## src/rtl/pc_gen_pkg.sv

```systemverilog
// pc_gen_pkg: shared defaults and the next-PC source encoding for pc_gen.
//   PC_WIDTH_DEF / PC_STEP_DEF     default PC width and sequential step
//   RESET_VEC_DEF / EXC_VEC_DEF    default reset and exception vectors
//   pc_src_e                       which source feeds the PC register next
package pc_gen_pkg;

    localparam int          PC_WIDTH_DEF  = 64;
    localparam int          PC_STEP_DEF   = 4;
    localparam logic [63:0] RESET_VEC_DEF = 64'h0;
    localparam logic [63:0] EXC_VEC_DEF   = 64'h100;

    typedef enum logic [2:0] {
        SRC_EXC,
        SRC_REDIR,
        SRC_RAS,
        SRC_SEQ,
        SRC_HOLD
    } pc_src_e;

endpackage

```

## src/rtl/pc_gen_if.sv

```systemverilog
// pc_gen_if: request/response bundle between the branch/exception logic
// and the PC generator.
//   master: drives fetch_ready, redirect_*, exc_req, call_*, ret_pop
//   slave : drives pc_out and the RAS status outputs
interface pc_gen_if
    import pc_gen_pkg::*;
#(
    parameter int WIDTH     = PC_WIDTH_DEF,
    parameter int RAS_DEPTH = 8
);
    localparam int CW = $clog2(RAS_DEPTH) + 1;

    logic             fetch_ready;
    logic             redirect_valid;
    logic [WIDTH-1:0] redirect_target;
    logic             exc_req;
    logic             call_push;
    logic [WIDTH-1:0] call_link;
    logic             ret_pop;
    logic [WIDTH-1:0] pc_out;
    logic [CW-1:0]    ras_count;
    logic             ras_empty;
    logic             ras_full;
    logic             ras_underflow;

    modport master (
        output fetch_ready, redirect_valid, redirect_target, exc_req,
               call_push, call_link, ret_pop,
        input  pc_out, ras_count, ras_empty, ras_full, ras_underflow
    );

    modport slave (
        input  fetch_ready, redirect_valid, redirect_target, exc_req,
               call_push, call_link, ret_pop,
        output pc_out, ras_count, ras_empty, ras_full, ras_underflow
    );

endinterface

```

## src/rtl/pc_gen_ras_stack.sv

```systemverilog
// ras_stack: circular return-address stack (top pointer + count).
//   clk, reset_n   clock, async active-low reset (pointer/count only)
//   i_push, i_link push request and address
//   i_pop          pop request (caller guarantees the stack is non-empty)
//   i_flush        drop all entries; overrides push and pop
//   o_top          entry at the top pointer
//   o_count        number of valid entries
module ras_stack #(
    parameter int WIDTH = 64,
    parameter int DEPTH = 8
) (
    input  logic                       clk,
    input  logic                       reset_n,
    input  logic                       i_push,
    input  logic [WIDTH-1:0]           i_link,
    input  logic                       i_pop,
    input  logic                       i_flush,
    output logic [WIDTH-1:0]           o_top,
    output logic [$clog2(DEPTH):0]     o_count
);
    localparam int PW = $clog2(DEPTH);
    localparam int CW = PW + 1;

    logic [WIDTH-1:0] r_mem [DEPTH];
    logic [PW-1:0]    r_ptr;
    logic [CW-1:0]    r_count;

    logic             w_wr_en;
    logic [PW-1:0]    w_wr_idx;

    // Push+pop in one cycle replaces the top in place; a lone push writes
    // one slot above the current top (wrapping, so a full stack loses its oldest).
    assign w_wr_en  = i_push & ~i_flush;
    assign w_wr_idx = i_pop ? r_ptr : r_ptr + PW'(1);

    always_ff @(posedge clk or negedge reset_n) begin
        if (!reset_n) begin
            r_ptr   <= '0;
            r_count <= '0;
        end else if (i_flush) begin
            r_count <= '0;
        end else if (i_push && !i_pop) begin
            r_ptr <= r_ptr + PW'(1);
            if (r_count != CW'(DEPTH))
                r_count <= r_count + CW'(1);
        end else if (i_pop && !i_push) begin
            r_ptr   <= r_ptr - PW'(1);
            r_count <= r_count - CW'(1);
        end
    end

    // Storage is deliberately not reset; count alone defines validity.
    always_ff @(posedge clk) begin
        if (w_wr_en)
            r_mem[w_wr_idx] <= i_link;
    end

    assign o_top   = r_mem[r_ptr];
    assign o_count = r_count;

endmodule

```

## src/rtl/pc_gen.sv

```systemverilog
// pc_gen: fetch program-counter generator with return-address stack.
//   clk, reset_n   clock, async active-low reset
//   bus (slave)    fetch_ready/redirect/exception/call/return requests in,
//                  pc_out and RAS status out (all registered)
module pc_gen
    import pc_gen_pkg::*;
#(
    parameter int               WIDTH     = PC_WIDTH_DEF,
    parameter int               STEP      = PC_STEP_DEF,
    parameter logic [WIDTH-1:0] RESET_VEC = WIDTH'(RESET_VEC_DEF),
    parameter logic [WIDTH-1:0] EXC_VEC   = WIDTH'(EXC_VEC_DEF),
    parameter int               RAS_DEPTH = 8
) (
    input  logic     clk,
    input  logic     reset_n,
    pc_gen_if.slave  bus
);
    localparam int CW = $clog2(RAS_DEPTH) + 1;

    logic [WIDTH-1:0] r_pc;
    logic             r_underflow;

    logic [WIDTH-1:0] w_pc_nxt;
    logic [WIDTH-1:0] w_ras_top;
    logic [CW-1:0]    w_ras_count;
    logic             w_ras_empty;
    logic             w_pop_req;
    logic             w_pop;
    logic             w_push;
    pc_src_e          w_src;

    // A return only counts when nothing higher-priority redirects this cycle.
    assign w_ras_empty = (w_ras_count == '0);
    assign w_pop_req   = bus.ret_pop & ~bus.exc_req & ~bus.redirect_valid;
    assign w_pop       = w_pop_req & ~w_ras_empty;
    assign w_push      = bus.call_push & ~bus.exc_req;

    ras_stack #(
        .WIDTH (WIDTH),
        .DEPTH (RAS_DEPTH)
    ) u_ras (
        .clk     (clk),
        .reset_n (reset_n),
        .i_push  (w_push),
        .i_link  (bus.call_link),
        .i_pop   (w_pop),
        .i_flush (bus.exc_req),
        .o_top   (w_ras_top),
        .o_count (w_ras_count)
    );

    always_comb begin
        w_src = SRC_HOLD;
        if (bus.exc_req)
            w_src = SRC_EXC;
        else if (bus.redirect_valid)
            w_src = SRC_REDIR;
        else if (w_pop)
            w_src = SRC_RAS;
        else if (bus.fetch_ready)
            w_src = SRC_SEQ;
    end

    always_comb begin
        w_pc_nxt = r_pc;
        case (w_src)
            SRC_EXC:   w_pc_nxt = EXC_VEC;
            SRC_REDIR: w_pc_nxt = bus.redirect_target;
            SRC_RAS:   w_pc_nxt = w_ras_top;
            SRC_SEQ:   w_pc_nxt = r_pc + WIDTH'(STEP);
            default:   w_pc_nxt = r_pc;
        endcase
    end

    always_ff @(posedge clk or negedge reset_n) begin
        if (!reset_n) begin
            r_pc        <= RESET_VEC;
            r_underflow <= 1'b0;
        end else begin
            r_pc        <= w_pc_nxt;
            r_underflow <= w_pop_req & w_ras_empty;
        end
    end

    assign bus.pc_out        = r_pc;
    assign bus.ras_count     = w_ras_count;
    assign bus.ras_empty     = w_ras_empty;
    assign bus.ras_full      = (w_ras_count == CW'(RAS_DEPTH));
    assign bus.ras_underflow = r_underflow;

endmodule
```

## src/flat_wrapper.sv

```systemverilog
// flat-port wrapper written by rule: the top's interface ports become plain ports
module pc_gen_flat import pc_gen_pkg::*;
#(
    parameter int               WIDTH     = PC_WIDTH_DEF,
    parameter int               STEP      = PC_STEP_DEF,
    parameter logic [WIDTH-1:0] RESET_VEC = WIDTH'(RESET_VEC_DEF),
    parameter logic [WIDTH-1:0] EXC_VEC   = WIDTH'(EXC_VEC_DEF),
    parameter int               RAS_DEPTH = 8
)
  (clk, reset_n, bus_fetch_ready, bus_redirect_valid, bus_redirect_target, bus_exc_req, bus_call_push, bus_call_link, bus_ret_pop, bus_pc_out, bus_ras_count, bus_ras_empty, bus_ras_full, bus_ras_underflow);
  pc_gen_if #(.WIDTH(WIDTH), .RAS_DEPTH(RAS_DEPTH)) bus_i ();
  input  logic clk;
  input  logic reset_n;
  input wire logic [$bits(bus_i.fetch_ready)-1:0] bus_fetch_ready;
  input wire logic [$bits(bus_i.redirect_valid)-1:0] bus_redirect_valid;
  input wire logic [$bits(bus_i.redirect_target)-1:0] bus_redirect_target;
  input wire logic [$bits(bus_i.exc_req)-1:0] bus_exc_req;
  input wire logic [$bits(bus_i.call_push)-1:0] bus_call_push;
  input wire logic [$bits(bus_i.call_link)-1:0] bus_call_link;
  input wire logic [$bits(bus_i.ret_pop)-1:0] bus_ret_pop;
  output wire logic [$bits(bus_i.pc_out)-1:0] bus_pc_out;
  output wire logic [$bits(bus_i.ras_count)-1:0] bus_ras_count;
  output wire logic [$bits(bus_i.ras_empty)-1:0] bus_ras_empty;
  output wire logic [$bits(bus_i.ras_full)-1:0] bus_ras_full;
  output wire logic [$bits(bus_i.ras_underflow)-1:0] bus_ras_underflow;
  assign bus_i.fetch_ready = bus_fetch_ready;
  assign bus_i.redirect_valid = bus_redirect_valid;
  assign bus_i.redirect_target = bus_redirect_target;
  assign bus_i.exc_req = bus_exc_req;
  assign bus_i.call_push = bus_call_push;
  assign bus_i.call_link = bus_call_link;
  assign bus_i.ret_pop = bus_ret_pop;
  assign bus_pc_out = bus_i.pc_out;
  assign bus_ras_count = bus_i.ras_count;
  assign bus_ras_empty = bus_i.ras_empty;
  assign bus_ras_full = bus_i.ras_full;
  assign bus_ras_underflow = bus_i.ras_underflow;
  pc_gen #(.WIDTH(WIDTH), .STEP(STEP), .RESET_VEC(RESET_VEC), .EXC_VEC(EXC_VEC), .RAS_DEPTH(RAS_DEPTH)) u_core (.clk(clk), .reset_n(reset_n), .bus(bus_i));
endmodule
```

## config.mk

```make
export PLATFORM = sky130hd
export DESIGN_NAME = pc_gen_flat
export DESIGN_NICKNAME = d
export VERILOG_FILES = /design/src/rtl/pc_gen_pkg.sv /design/src/rtl/pc_gen_if.sv /design/src/rtl/pc_gen_ras_stack.sv /design/src/rtl/pc_gen.sv /design/src/flat_wrapper.sv
export SDC_FILE = /design/constraint.sdc
export NUM_CORES = 1
export LEC_CHECK = 0
export ABC_AREA = 1
export BUFFER_PORTS_ARGS = -buffer_cell sky130_fd_sc_hd__buf_2
export CAP_MARGIN = 0
export CELL_PAD_IN_SITES_DETAIL_PLACEMENT = 0
export CELL_PAD_IN_SITES_GLOBAL_PLACEMENT = 1
export CORE_ASPECT_RATIO = 1.75
export CORE_UTILIZATION = 41
export DETAILED_ROUTE_END_ITERATION = 7
export HOLD_SLACK_MARGIN = 0.08
export PLACE_DENSITY_LB_ADDON = 0.1
export SLEW_MARGIN = 15
export SYNTH_ARGS = -nofsm -noshare
export SYNTH_HDL_FRONTEND = slang
export SYNTH_SLANG_ARGS = --single-unit
```

## constraint.sdc

```tcl
create_clock -name clk -period 6.4 [get_ports clk]
set_input_delay 1.28 -clock clk [delete_from_list [all_inputs] [get_ports clk]]
set_output_delay 1.28 -clock clk [all_outputs]
set_load 0.01 [all_outputs]
```

==> impl_metrics.csv <==
group,metric,value,unit
logic_synthesis,synth_largest_area_cell,"edfxtp_1",
floorplan,die-area,0.0644,mm^2
critical_path,critPathCapture,"u_core.u_ras.r_mem[5][35]$_DFFE_PP_",
critical_path,crit_start,"u_core.u_ras.r_ptr[1]$_DFFE_PN0P_",
clock_tree,cts.clk_slew.worst_paths,0.07,ns
floorplan,die_h,335,um
logic_synthesis,synthTopCellsByCount,"950 x nand2_1, 512 x edfxtp_1, 315 x nand3_1",
power,p_leak,0.0113,uW
min_path,min_path_type,"in2async",
clock_tree,cts_tree,"yes",
logic_synthesis,synth_edf_count,512,
routing,firstDrtPassIters,7,
sta,period_needed,3.90,ns
routing,ant_nets,0,
sta,clock_skew,0.0200,ns
floorplan,ioPinCount,206,
logic_synthesis,syn-instance-count,2602,
sta,fmax,256,MHz
routing,via_count,19328,
clock_tree,cts_root_buffer,"clkbuf_16",
global_routing,grt_overflow,0,
clock_tree,cts_resized,0,
power,ir_drop,0.000263,V
logic_synthesis,synth-main-ff-cell,"edfxtp_1",
logic_synthesis,seq_area_frac_synth,66.1,%
global_routing,grt_pass1_vias,18620,
layout,layout-drive-gt1-share,12.3,%
floorplan,num_rows,121,
global_routing,antenna_found_initial,7,
critical_path,cp_cell_sequence,"inv_4 -> ha_1 -> nand2_1 -> o21ai_0 -> inv_1 -> nand2_1 -> nor2_4 -> buf_12",
routing,vias_per_cell,5.35,
critical_path,crit_cells,8,
critical_path,r2r-start,"u_core.u_ras.r_ptr[1]$_DFFE_PN0P_",
floorplan,die_w,192,um
sta,period_share,61.0,%
placement,dp_hpwl,53800,um
critical_path,r2r_cells,8,
critical_path,cp_data_arrival_time,4.19,ns
global_routing,grt_use_total,25.7,%
critical_path,path_class,"reg2reg",
critical_path,critPathLaunchType,"register",
clock_tree,insertion_delay,0.63,ns
placement,numPortBuffers,205,
clock_tree,htree_levels,2,
floorplan,initial_core_util,41.7,%
flow_run,max_cap_viol_count,0,
placement,post_dp_cell_area,0.0278,mm^2
power,powerDensity,397,mW/mm^2
clock_tree,cts_inserted_buffers,56,
logic_synthesis,synth.avg_cell_area,9.99,um^2
routing,routed_wl,82200,um
critical_path,regToRegEndpoint,"u_core.u_ras.r_mem[5][35]$_DFFE_PP_",
sta,hold_violations,0,
logic_synthesis,syn-num-nets,2745,
critical_path,slowest_stage,"nor2_4",
global_routing,grt_pass1_wl,121000,um
layout,final_util,47.6,%
status,outcome,"finished clean",
critical_path,r2r_setup_slack,2.50,ns
clock_tree,ctsHoldBuffers,0,
clock_tree,clk_path_buf_depth,3,
sta,rsz0062_at_grt,"no",
routing,drc,0,
layout,fin_nets,2909,
sta,drv_slew,0,
layout,syn2layout_area_growth,14.3,%
floorplan,coreArea,0.0624,mm^2
critical_path,critPathTopFamily,"buffers and inverters",
logic_synthesis,async_reset_ff_share,12.3,%
clock_tree,clkSinkCount,584,
critical_path,critPathCaptureType,"register",
logic_synthesis,yosysMostFrequentCell,"nand2_1",
placement,routabilityCongestion,0.959,
logic_synthesis,synth_top_area_share,59.2,%
sta,setup_tns,0,ns
logic_synthesis,netlist_top_cells_area,"edfxtp_1 59%, nand2_1 14%, dfrtp_1 6.9%",
sta,worst_pin_slew,1.15,ns
logic_synthesis,synth_area,0.0260,mm^2
logic_synthesis,synthDistinctLibCells,33,
critical_path,crit_required,6.69,ns
layout,fillers,5929,
critical_path,worstPathMaxFanout,57,
global_routing,grt_max_degree,97,
clock_tree,cts_setup_buffers,0,
critical_path,slowest_delay,0.74,ns
critical_path,critPathBufInv,3,
critical_path,cp_common_cell,"nand2_1",
sta,setup_violations,0,
sta,relSlewSlack,23.1,%
routing,first_iter_violations,1501,
layout,finalInstanceArea,0.0297,mm^2
logic_synthesis,yosys_warnings,0,
routing,wire_per_inst,22.8,um
logic_synthesis,ys_ff_latch,584,
## per-stage QoR
step	power [uW]	hold slack [ns]	cells	worst slack (ns)
after CTS	11900	0.581	3612	2.55
after global routing	12500	0.593	3612	2.33
after detailed placement	8550	0.596	3507	2.14
after floorplan	7250	0.556	2602	1.08
after global placement	8520	0.590	3507	2.09
final	11800	0.610	3613	2.50
## how the worst min path moves through the flow
stage                                       from                             endpoint  slack (ns)
2_1_floorplan   u_core.bus.pc_out[0]$_DFFE_PN0P_     u_core.bus.pc_out[0]$_DFFE_PN0P_        0.56
3_3_place_gp   u_core.bus.pc_out[16]$_DFFE_PN0P_    u_core.bus.pc_out[16]$_DFFE_PN0P_        0.59
3_5_place_dp   u_core.bus.pc_out[57]$_DFFE_PN0P_    u_core.bus.pc_out[57]$_DFFE_PN0P_        0.60
4_1_cts                                  reset_n    u_core.bus.pc_out[54]$_DFFE_PN0P_        0.58
5_1_grt                                  reset_n  u_core.u_ras.o_count[2]$_DFFE_PN0P_        0.59
6_report                                 reset_n   u_core.bus.ras_underflow$_DFF_PN0_        0.61
## cell usage in the layout, fill, tap and decap left out, types with 2 or more instances in the layout
master / instances
nand2_1: 950
edfxtp_1: 512
nand3_1: 315
buf_2: 204
nor2_1: 189
o21ai_0: 109
inv_1: 106
a21oi_1: 71
dfrtp_1: 69
clkbuf_16: 57
nand3b_1: 31
nand4_1: 29
buf_4: 20
xnor2_1: 17
xor2_1: 12
clkinv_2: 12
nor2_4: 9
clkbuf_1: 9
o21ai_1: 8
o31ai_1: 8
buf_12: 8
ha_1: 7
clkinv_1: 7
bufinv_16: 6
inv_2: 5
nor3_1: 5
o21bai_1: 5
or2_2: 4
clkinvlp_4: 4
clkinv_4: 4
inv_6: 3
o22ai_1: 3
clkbuf_8: 3
dfrtp_4: 2
## cell families after synthesis
family / synth area share (%)
and+or+nand+nor: 24.5
DFF: 66.1
buffers and inverters: 3.78
xor gates and xnor gates: 0.977
adders and majority gates: 0.414
AOI/OAI and AO/OA: 4.23
## registers in the layout, indices dropped and copies added, names as in the netlist
name	flops
u_core.u_ras.r_mem	512
u_core.u_ras.o_count	4
u_core.bus.ras_underflow	1
u_core.u_ras.r_ptr	3
u_core.bus.pc_out	64
## layer usage
metal	wire (um)	global-route usage, %	vias up	part of all wire [%]
met5	48	0	-	0.058
met4	3120	9.78	8	3.8
met3	4530	3.46	137	5.5
met2	41000	44.0	656	50
met1	33500	32.9	9387	41
li1	-	-	9140	-
## where the power goes
| group | internal (uW) | switching (uW) |
|---|---|---|
| registers | 4670 | 378 |
| logic | 947 | 2420 |
| clock network | 1920 | 1470 |
## area by class of cell
cell class | instances | area [um^2] | area share [%]
clock inverters | 36 | 369 | 1.24
diodes | 1 | 2.50 | 0.00842
repair buffers | 232 | 1330 | 4.48
clock buffers | 69 | 1500 | 5.05
well taps | 799 | 1000 | 3.36
flip-flops and latches | 584 | 17200 | 57.8
multi-input cells | 1779 | 7890 | 26.6
inverters | 113 | 432 | 1.45
No activity file was read; power rests on OpenSTA's default activity.
